**config.mk**
```make
export PLATFORM = sky130hd
export DESIGN_NAME = fetch_queue_unit
export DESIGN_NICKNAME = d
export VERILOG_FILES = /design/src/rtl/fetch_queue_unit.sv
export SDC_FILE = /design/constraint.sdc
export NUM_CORES = 1
export LEC_CHECK = 0
export CAP_MARGIN = 20
export CORE_MARGIN = 2
export CORE_UTILIZATION = 58
export CTS_CLUSTER_DIAMETER = 30
export DETAILED_ROUTE_END_ITERATION = 16
export PLACE_DENSITY = 0.76
export SLEW_MARGIN = 10
export SYNTH_ARGS = -nofsm -noshare
export SYNTH_HDL_FRONTEND = slang
export SYNTH_SLANG_ARGS = --single-unit
```
**constraint.sdc**
```tcl
create_clock -name clk -period 6.4 [get_ports clk]
set_input_delay 0.96 -clock clk [delete_from_list [all_inputs] [get_ports clk]]
set_output_delay 0.96 -clock clk [all_outputs]
set_load 0.01 [all_outputs]
```
**src/rtl/fetch_queue_unit.sv**
```systemverilog
// fetch_queue_unit
//   Instruction fetcher for the Tomasulo core. It owns the PC and fills a small
//   instruction queue, either from a direct-mapped i-cache with one word per line
//   or through a MemoryController read. JAL targets are predicted at fetch time.
//   The ROB, RS and LSB full flags throttle issue to the Decoder. An ROB rollback
//   flushes the queue and restarts the PC.
//
//   Build option: define ICACHE_EN to include the i-cache. Without it, hit is
//   tied to 0, so every fetch goes through the MemoryController, and DRAIN only
//   discards the late word. The port list is the same in both builds.
//
//   Ports
//     clk, rst                 clock; asynchronous active-high reset
//     mc_ready_in              read data valid (one-cycle pulse)
//     mc_instruction_in [31:0] fetched word, valid with mc_ready_in
//     mc_request_out           read request pulse
//     mc_address_out [31:0]    fetch address, held until the next request
//     rs_full_in, lsb_full_in, rob_full_in   issue throttles
//     rob_rollback_in          flush; has priority over fetch and issue
//     rob_rollback_pc_in[31:0] restart PC
//     dec_issue_out            issue pulse to the Decoder
//     dec_inst_out, dec_pc_out, dec_predict_pc_out [31:0]  issued entry
//
//   state    | meaning
//   ---------+---------------------------------------------------------------
//   IDLE     | fetch from cache on hit, or send a read on miss when queue not full
//   WAITING  | read outstanding; the returned word is pushed into the queue
//   DRAIN    | read outstanding but made stale by a rollback; fill only, no push
module fetch_queue_unit #(
    parameter int          IQ_DEPTH_LOG      = 2,
    parameter int          ICACHE_INDEX_BITS = 6,
    parameter logic [31:0] RESET_PC          = 32'h0
) (
    input  logic        clk,
    input  logic        rst,
    input  logic        mc_ready_in,
    input  logic [31:0] mc_instruction_in,
    output logic        mc_request_out,
    output logic [31:0] mc_address_out,
    input  logic        rs_full_in,
    input  logic        lsb_full_in,
    input  logic        rob_full_in,
    input  logic        rob_rollback_in,
    input  logic [31:0] rob_rollback_pc_in,
    output logic        dec_issue_out,
    output logic [31:0] dec_inst_out,
    output logic [31:0] dec_pc_out,
    output logic [31:0] dec_predict_pc_out
);

    localparam int IQ_DEPTH = 1 << IQ_DEPTH_LOG;
    localparam logic [IQ_DEPTH_LOG:0] IQ_FULL = (IQ_DEPTH_LOG + 1)'(IQ_DEPTH);

    typedef enum logic [1:0] {
        S_IDLE    = 2'd0,
        S_WAITING = 2'd1,
        S_DRAIN   = 2'd2
    } state_t;

    state_t state, state_nxt;

    logic [31:0] pc;
    logic [IQ_DEPTH_LOG-1:0] head, tail;
    logic [IQ_DEPTH_LOG:0]   count;
    logic [31:0] q_inst [IQ_DEPTH];
    logic [31:0] q_pc   [IQ_DEPTH];
    logic [31:0] q_npc  [IQ_DEPTH];

    logic        q_full;
    logic        hit;
    logic [31:0] hit_inst;
    logic        push, pop, req, fill;
    logic [31:0] fetch_inst;
    logic [31:0] jal_imm;
    logic [31:0] npc;

    assign q_full = (count == IQ_FULL);

`ifdef ICACHE_EN
    localparam int TAG_W = 30 - ICACHE_INDEX_BITS;
    localparam int LINES = 1 << ICACHE_INDEX_BITS;

    logic [LINES-1:0] c_valid;
    logic [TAG_W-1:0] c_tag  [LINES];
    logic [31:0]      c_data [LINES];

    logic [ICACHE_INDEX_BITS-1:0] rd_idx, wr_idx;
    logic [TAG_W-1:0]             rd_tag, wr_tag;

    assign rd_idx   = pc[ICACHE_INDEX_BITS+1:2];
    assign rd_tag   = pc[31:ICACHE_INDEX_BITS+2];
    // Fills always use the latched request address. After a rollback, pc no
    // longer points at the line that is being returned.
    assign wr_idx   = mc_address_out[ICACHE_INDEX_BITS+1:2];
    assign wr_tag   = mc_address_out[31:ICACHE_INDEX_BITS+2];
    assign hit      = c_valid[rd_idx] && (c_tag[rd_idx] == rd_tag);
    assign hit_inst = c_data[rd_idx];

    always_ff @(posedge clk or posedge rst) begin
        if (rst) begin
            c_valid <= '0;
        end else if (fill) begin
            c_valid[wr_idx] <= 1'b1;
        end
    end

    always_ff @(posedge clk) begin
        if (fill) begin
            c_tag[wr_idx]  <= wr_tag;
            c_data[wr_idx] <= mc_instruction_in;
        end
    end
`else
    logic        unused_fill;
    logic [31:0] unused_cfg;

    assign hit         = 1'b0;
    assign hit_inst    = '0;
    assign unused_fill = fill;
    assign unused_cfg  = 32'(ICACHE_INDEX_BITS);
`endif

    // J-type immediate: inst[31] is sign, then [19:12], [20], [30:21], and an implicit 0.
    assign jal_imm = {{12{fetch_inst[31]}}, fetch_inst[19:12], fetch_inst[20],
                      fetch_inst[30:21], 1'b0};
    assign npc     = (fetch_inst[6:0] == 7'b1101111) ? pc + jal_imm : pc + 32'd4;

    // State register
    always_ff @(posedge clk or posedge rst) begin
        if (rst) begin
            state <= S_IDLE;
        end else begin
            state <= state_nxt;
        end
    end

    // Next state. If a rollback in WAITING coincides with the returning word,
    // the read is already finished, so go to IDLE instead of DRAIN. Otherwise
    // DRAIN would wait for a reply that never comes.
    always_comb begin
        state_nxt = state;
        case (state)
            S_IDLE: begin
                if (!rob_rollback_in && !q_full && !hit) begin
                    state_nxt = S_WAITING;
                end
            end
            S_WAITING: begin
                if (mc_ready_in) begin
                    state_nxt = S_IDLE;
                end else if (rob_rollback_in) begin
                    state_nxt = S_DRAIN;
                end
            end
            S_DRAIN: begin
                if (mc_ready_in) begin
                    state_nxt = S_IDLE;
                end
            end
            default: state_nxt = S_IDLE;
        endcase
    end

    // FSM outputs
    always_comb begin
        push       = 1'b0;
        req        = 1'b0;
        fill       = 1'b0;
        fetch_inst = '0;
        case (state)
            S_IDLE: begin
                if (!rob_rollback_in && !q_full) begin
                    if (hit) begin
                        push       = 1'b1;
                        fetch_inst = hit_inst;
                    end else begin
                        req = 1'b1;
                    end
                end
            end
            S_WAITING: begin
                if (mc_ready_in) begin
                    fill = 1'b1;
                    if (!rob_rollback_in) begin
                        push       = 1'b1;
                        fetch_inst = mc_instruction_in;
                    end
                end
            end
            S_DRAIN: begin
                fill = mc_ready_in;
            end
            default: ;
        endcase
    end

    assign pop = (count != '0) && !rs_full_in && !lsb_full_in && !rob_full_in
                 && !rob_rollback_in;

    // PC, queue pointers and registered outputs
    always_ff @(posedge clk or posedge rst) begin
        if (rst) begin
            pc                 <= RESET_PC;
            head               <= '0;
            tail               <= '0;
            count              <= '0;
            mc_request_out     <= 1'b0;
            mc_address_out     <= '0;
            dec_issue_out      <= 1'b0;
            dec_inst_out       <= '0;
            dec_pc_out         <= '0;
            dec_predict_pc_out <= '0;
        end else begin
            mc_request_out <= req;
            dec_issue_out  <= pop;
            if (req) begin
                mc_address_out <= pc;
            end
            if (rob_rollback_in) begin
                pc    <= rob_rollback_pc_in;
                head  <= '0;
                tail  <= '0;
                count <= '0;
            end else begin
                if (push) begin
                    tail <= tail + 1'b1;
                    pc   <= npc;
                end
                if (pop) begin
                    dec_inst_out       <= q_inst[head];
                    dec_pc_out         <= q_pc[head];
                    dec_predict_pc_out <= q_npc[head];
                    head               <= head + 1'b1;
                end
                case ({push, pop})
                    2'b10:   count <= count + 1'b1;
                    2'b01:   count <= count - 1'b1;
                    default: ;
                endcase
            end
        end
    end

    always_ff @(posedge clk) begin
        if (push) begin
            q_inst[tail] <= fetch_inst;
            q_pc[tail]   <= pc;
            q_npc[tail]  <= npc;
        end
    end

endmodule

```
==> flow_metrics.py <==
metrics = {
    "grt": {
        "grt_first_pass_wirelength_mm": 85.8,
        "antenna_found_initial": 0,
        "grt_max_degree": 97,
        "grt_overflow_total": 0,
        "grt_util_all_layers": 0.278,
        "grt_pass1_vias": 14400,
    },
    "power": {
        "power.share.sequential": 0.402,
        "power_switching_mw": 2.74,
        "p_sw_frac": 0.249,
        "power-per-cell-area_mw_per_mm2": 377,
        "leakagePower_nw": 10.8,
        "power.clock.fraction": 0.473,
        "combPwrFrac": 0.125,
        "intPower_mw": 8.26,
        "vdd_ir_drop_max_uv": 252,
    },
    "cts": {
        "cts-root-buf": "clkbuf_16",
        "clock_tree.buffer_depth": 3,
        "path_clk_slew_ps": 50,
        "cts_setup_buffers": 0,
        "post_cts_hold_buffer_count": 0,
        "ctsHtreeMaxLevel": 3,
        "tritoncts": "yes",
        "clk-insertion-delay-late_ps": 620,
        "number_of_buffers_inserted_during_clock_tree_synthesis": 97,
        "clock_sink_count": 550,
        "postCtsResizedCells": 0,
    },
    "floorplanning": {
        "initial_cell_density_of_the_core": 0.587,
        "dieWidth_um": 204,
        "core.rowCount": 73,
        "floorplan.core_area_mm2": 0.0396,
        "die_h_um": 204,
        "count_of_boundary_i_o_pins": 201,
        "fp.dieArea_mm2": 0.0417,
    },
    "setup_path": {
        "setup.worst_path.end_class": "flop",
        "worstPathCellList": "clkdlybuf4s50_1 > and4bb_4 > and2_1 > ha_1 > inv_1 > fa_1 > inv_1 > a21o_1 > a221oi_2 > o31ai_1 > a31oi_1 > o21a_1 > nor4_1 > xnor2_1",
        "cp_slowest_cell": "clkdlybuf4s50_1",
        "timing.critical_path.slowest_cell_delay_ps": 530,
        "data_arrival_time_of_the_worst_path_ps": 4960,
        "criticalPathCategory": "primary input to flop",
        "path_max_fanout": 26,
        "path_common_cell": "inv_1",
        "crit_path_start_kind": "primary input",
        "required_ps": 6740,
    },
    "yosys": {
        "synth_ff_type": "edfxtp_1",
        "synth_enable_flop_cells": 380,
        "syn-cell-area_mm2": 0.0233,
        "syn_nets": 1590,
        "synth_area_leader_cell": "edfxtp_1",
        "synth.yosys.seq_area_share": 0.674,
        "post-synth-top-count-cell": "edfxtp_1",
        "fraction_of_synthesized_cell_area_taken_by_the_top_area_cell_type": 0.491,
        "post_synth.cell_area_avg_um2": 15.7,
        "asr_flop_ratio_synth": 0.309,
        "syn_inst": 1482,
        "ys_ff_latch": 550,
        "synth_area_leaders": "edfxtp_1 49%, dfrtp_1 18%, mux4_2 9.2%, mux2_2 4.7%, nand2_1 2.5%",
        "yosysWarnings": 0,
        "count_of_distinct_cell_types_in_the_synthesized_netlist": 67,
        "synth_common_cells": "380 x edfxtp_1, 170 x dfrtp_1, 155 x nand2_1",
    },
    "placement": {
        "place_hpwl_mm": 33.7,
        "port-buffer-count": 200,
        "placed_cells_incl_taps": 2148,
        "globalplace.congestion": 0.892,
    },
    "final_layout": {
        "final_cells": 2333,
        "ant_diodes": 0,
        "nFillCells": 2370,
        "drive_above_1_share": 0.223,
        "synthToLayoutAreaGrowth_pct": 25.5,
        "finish.net_count": 1831,
    },
    "run_status": {
        "outcome": "finished, final reports clean",
    },
    "detailed_routing": {
        "dr.max_layer_used": "met4",
        "metal2_wl_mm": 26.5,
        "detail-route-antenna-nets": 0,
        "detailedRoute.firstPassIterationCount": 5,
        "route.detailed.drc": 0,
        "drtIter0Drc": 1491,
        "routed_wire_length_per_instance_um": 24.2,
        "finalWirelength_mm": 56.3,
        "met3_wl_post_dr_mm": 4.79,
        "routed-via-count": 14200,
        "via_per_inst": 6.09,
        "wl_met1_mm": 23.8,
    },
    "timing": {
        "finalSetupTns_ps": 0,
        "worst_slew_pin_slew_ps": 976,
        "timing.final.max_slew_violations": 0,
        "min_period_over_period": 0.723,
        "max_slew_margin": 0.349,
        "grt_setup_unrepaired": "false",
        "hold_viol_final": 0,
        "max_freq_mhz": 216,
        "timing.clock.skew_ps": 21.8,
        "setup_violations": 0,
        "final.min_clock_period_ps": 4630,
    },
    "run": {
        "maxCapViolations": 0,
    },
    "worst_hold_path": {
        "type_of_the_worst_min_delay_path": "flop to flop",
    },
}
[power by group through the flow]
stage               clock network (mW)  logic, mW  registers [mW]
global route                      5.42       1.48            4.45
detailed placement                   0       1.36            4.47
CTS                               5.25       1.39            4.42
global placement                     0       1.34            4.46
floorplan                            0      0.535            4.50
finish                            5.20       1.38            4.42
[path summary, 6_finish.rpt]
kind                                     from                 end  slack [ps]  cells after the start
setup / recovery                  mc_ready_in        q_npc[1][31]        1770                     14
hold / removal             mc_address_out[23]  mc_address_out[23]         480                      2
setup reg to reg                     state[1]        q_npc[1][31]        2140                     13
hold reg to reg            mc_address_out[23]  mc_address_out[23]         480                      2
max in group asynchronous                 rst  mc_address_out[18]        4420                      3
min in group asynchronous                 rst     dec_inst_out[2]         800                      2
[metal layers]
metal / up-vias / global-route usage
met3: 76 / 0.0596
met2: 676 / 0.417
met1: 7283 / 0.408
met5: - / 0
met4: 0 / 0.0958
li1: 6180 / -
[state kept, by name, indices dropped and copies added (netlist names)]
name,count
mc_address_out,32
state,2
mc_request_out,1
q_inst,128
q_npc,128
dec_pc_out,31
tail,2
dec_issue_out,1
count,3
dec_inst_out,32
pc,32
q_pc,124
head,2
dec_predict_pc_out,32
[through the flow]
| stage | power [mW] | setup slack [ps] | util | cell area (um^2) | hold slack (ps) |
|---|---|---|---|---|---|
| 2_1_floorplan | 5.04 | 837 | - | 23300 | 465 |
| 3_3_place_gp | 5.79 | 1280 | 0.651 | 25800 | 462 |
| 3_5_place_dp | 5.83 | 1160 | 0.651 | 25800 | 468 |
| 4_1_cts | 11.1 | 1790 | 0.736 | 29200 | 481 |
| 5_1_grt | 11.4 | 1500 | 0.736 | 29200 | 503 |
| 6_report | 11.0 | 1770 | 0.736 | 29200 | 478 |
[layout by cell type (no fill, tap or decap), drive strengths merged, types with 43 or more instances in the layout]
master         count
dfrtp            170
inv               43
mux4              95
clkdlybuf4s50    199
nor2              51
mux2              98
edfxtp           380
nand2            156
o21ai             50
a21oi             51
clkbuf           107
[worst max-delay path, delay by kind of cell]
kind / cells / cell delay [ps]
XOR/XNOR: 1 / 160
AND/OR/NAND/NOR: 3 / 1160
adder cells (fa/ha/maj): 2 / 600
AO/OA/AOI/OAI: 5 / 1410
buffers and inverters: 3 / 650
[kinds of logic (layout without fill, tap and decap cells)]
logic type | after synthesis | after routing | synth area share
AO/OA/AOI/OAI | 187 | 187 | 0.0516
XOR/XNOR | 46 | 46 | 0.0173
adder cells (fa/ha/maj) | 37 | 37 | 0.0206
buffers and inverters | 100 | 426 | 0.0170
flip-flops | 550 | 550 | 0.674
multiplexers | 206 | 206 | 0.145
AND/OR/NAND/NOR | 356 | 356 | 0.0747
[area by class of cell]
cell class	count	area (um^2)	area share
sequential	550	15700	0.537
multi-input combinational	832	7210	0.247
clock buffer	106	2510	0.0861
timing repair buffer	219	2160	0.0741
clock inverter	78	866	0.0297
tap	525	657	0.0225
inverter	23	93.8	0.00322
Note: power is estimated with default switching activity, not from simulation.
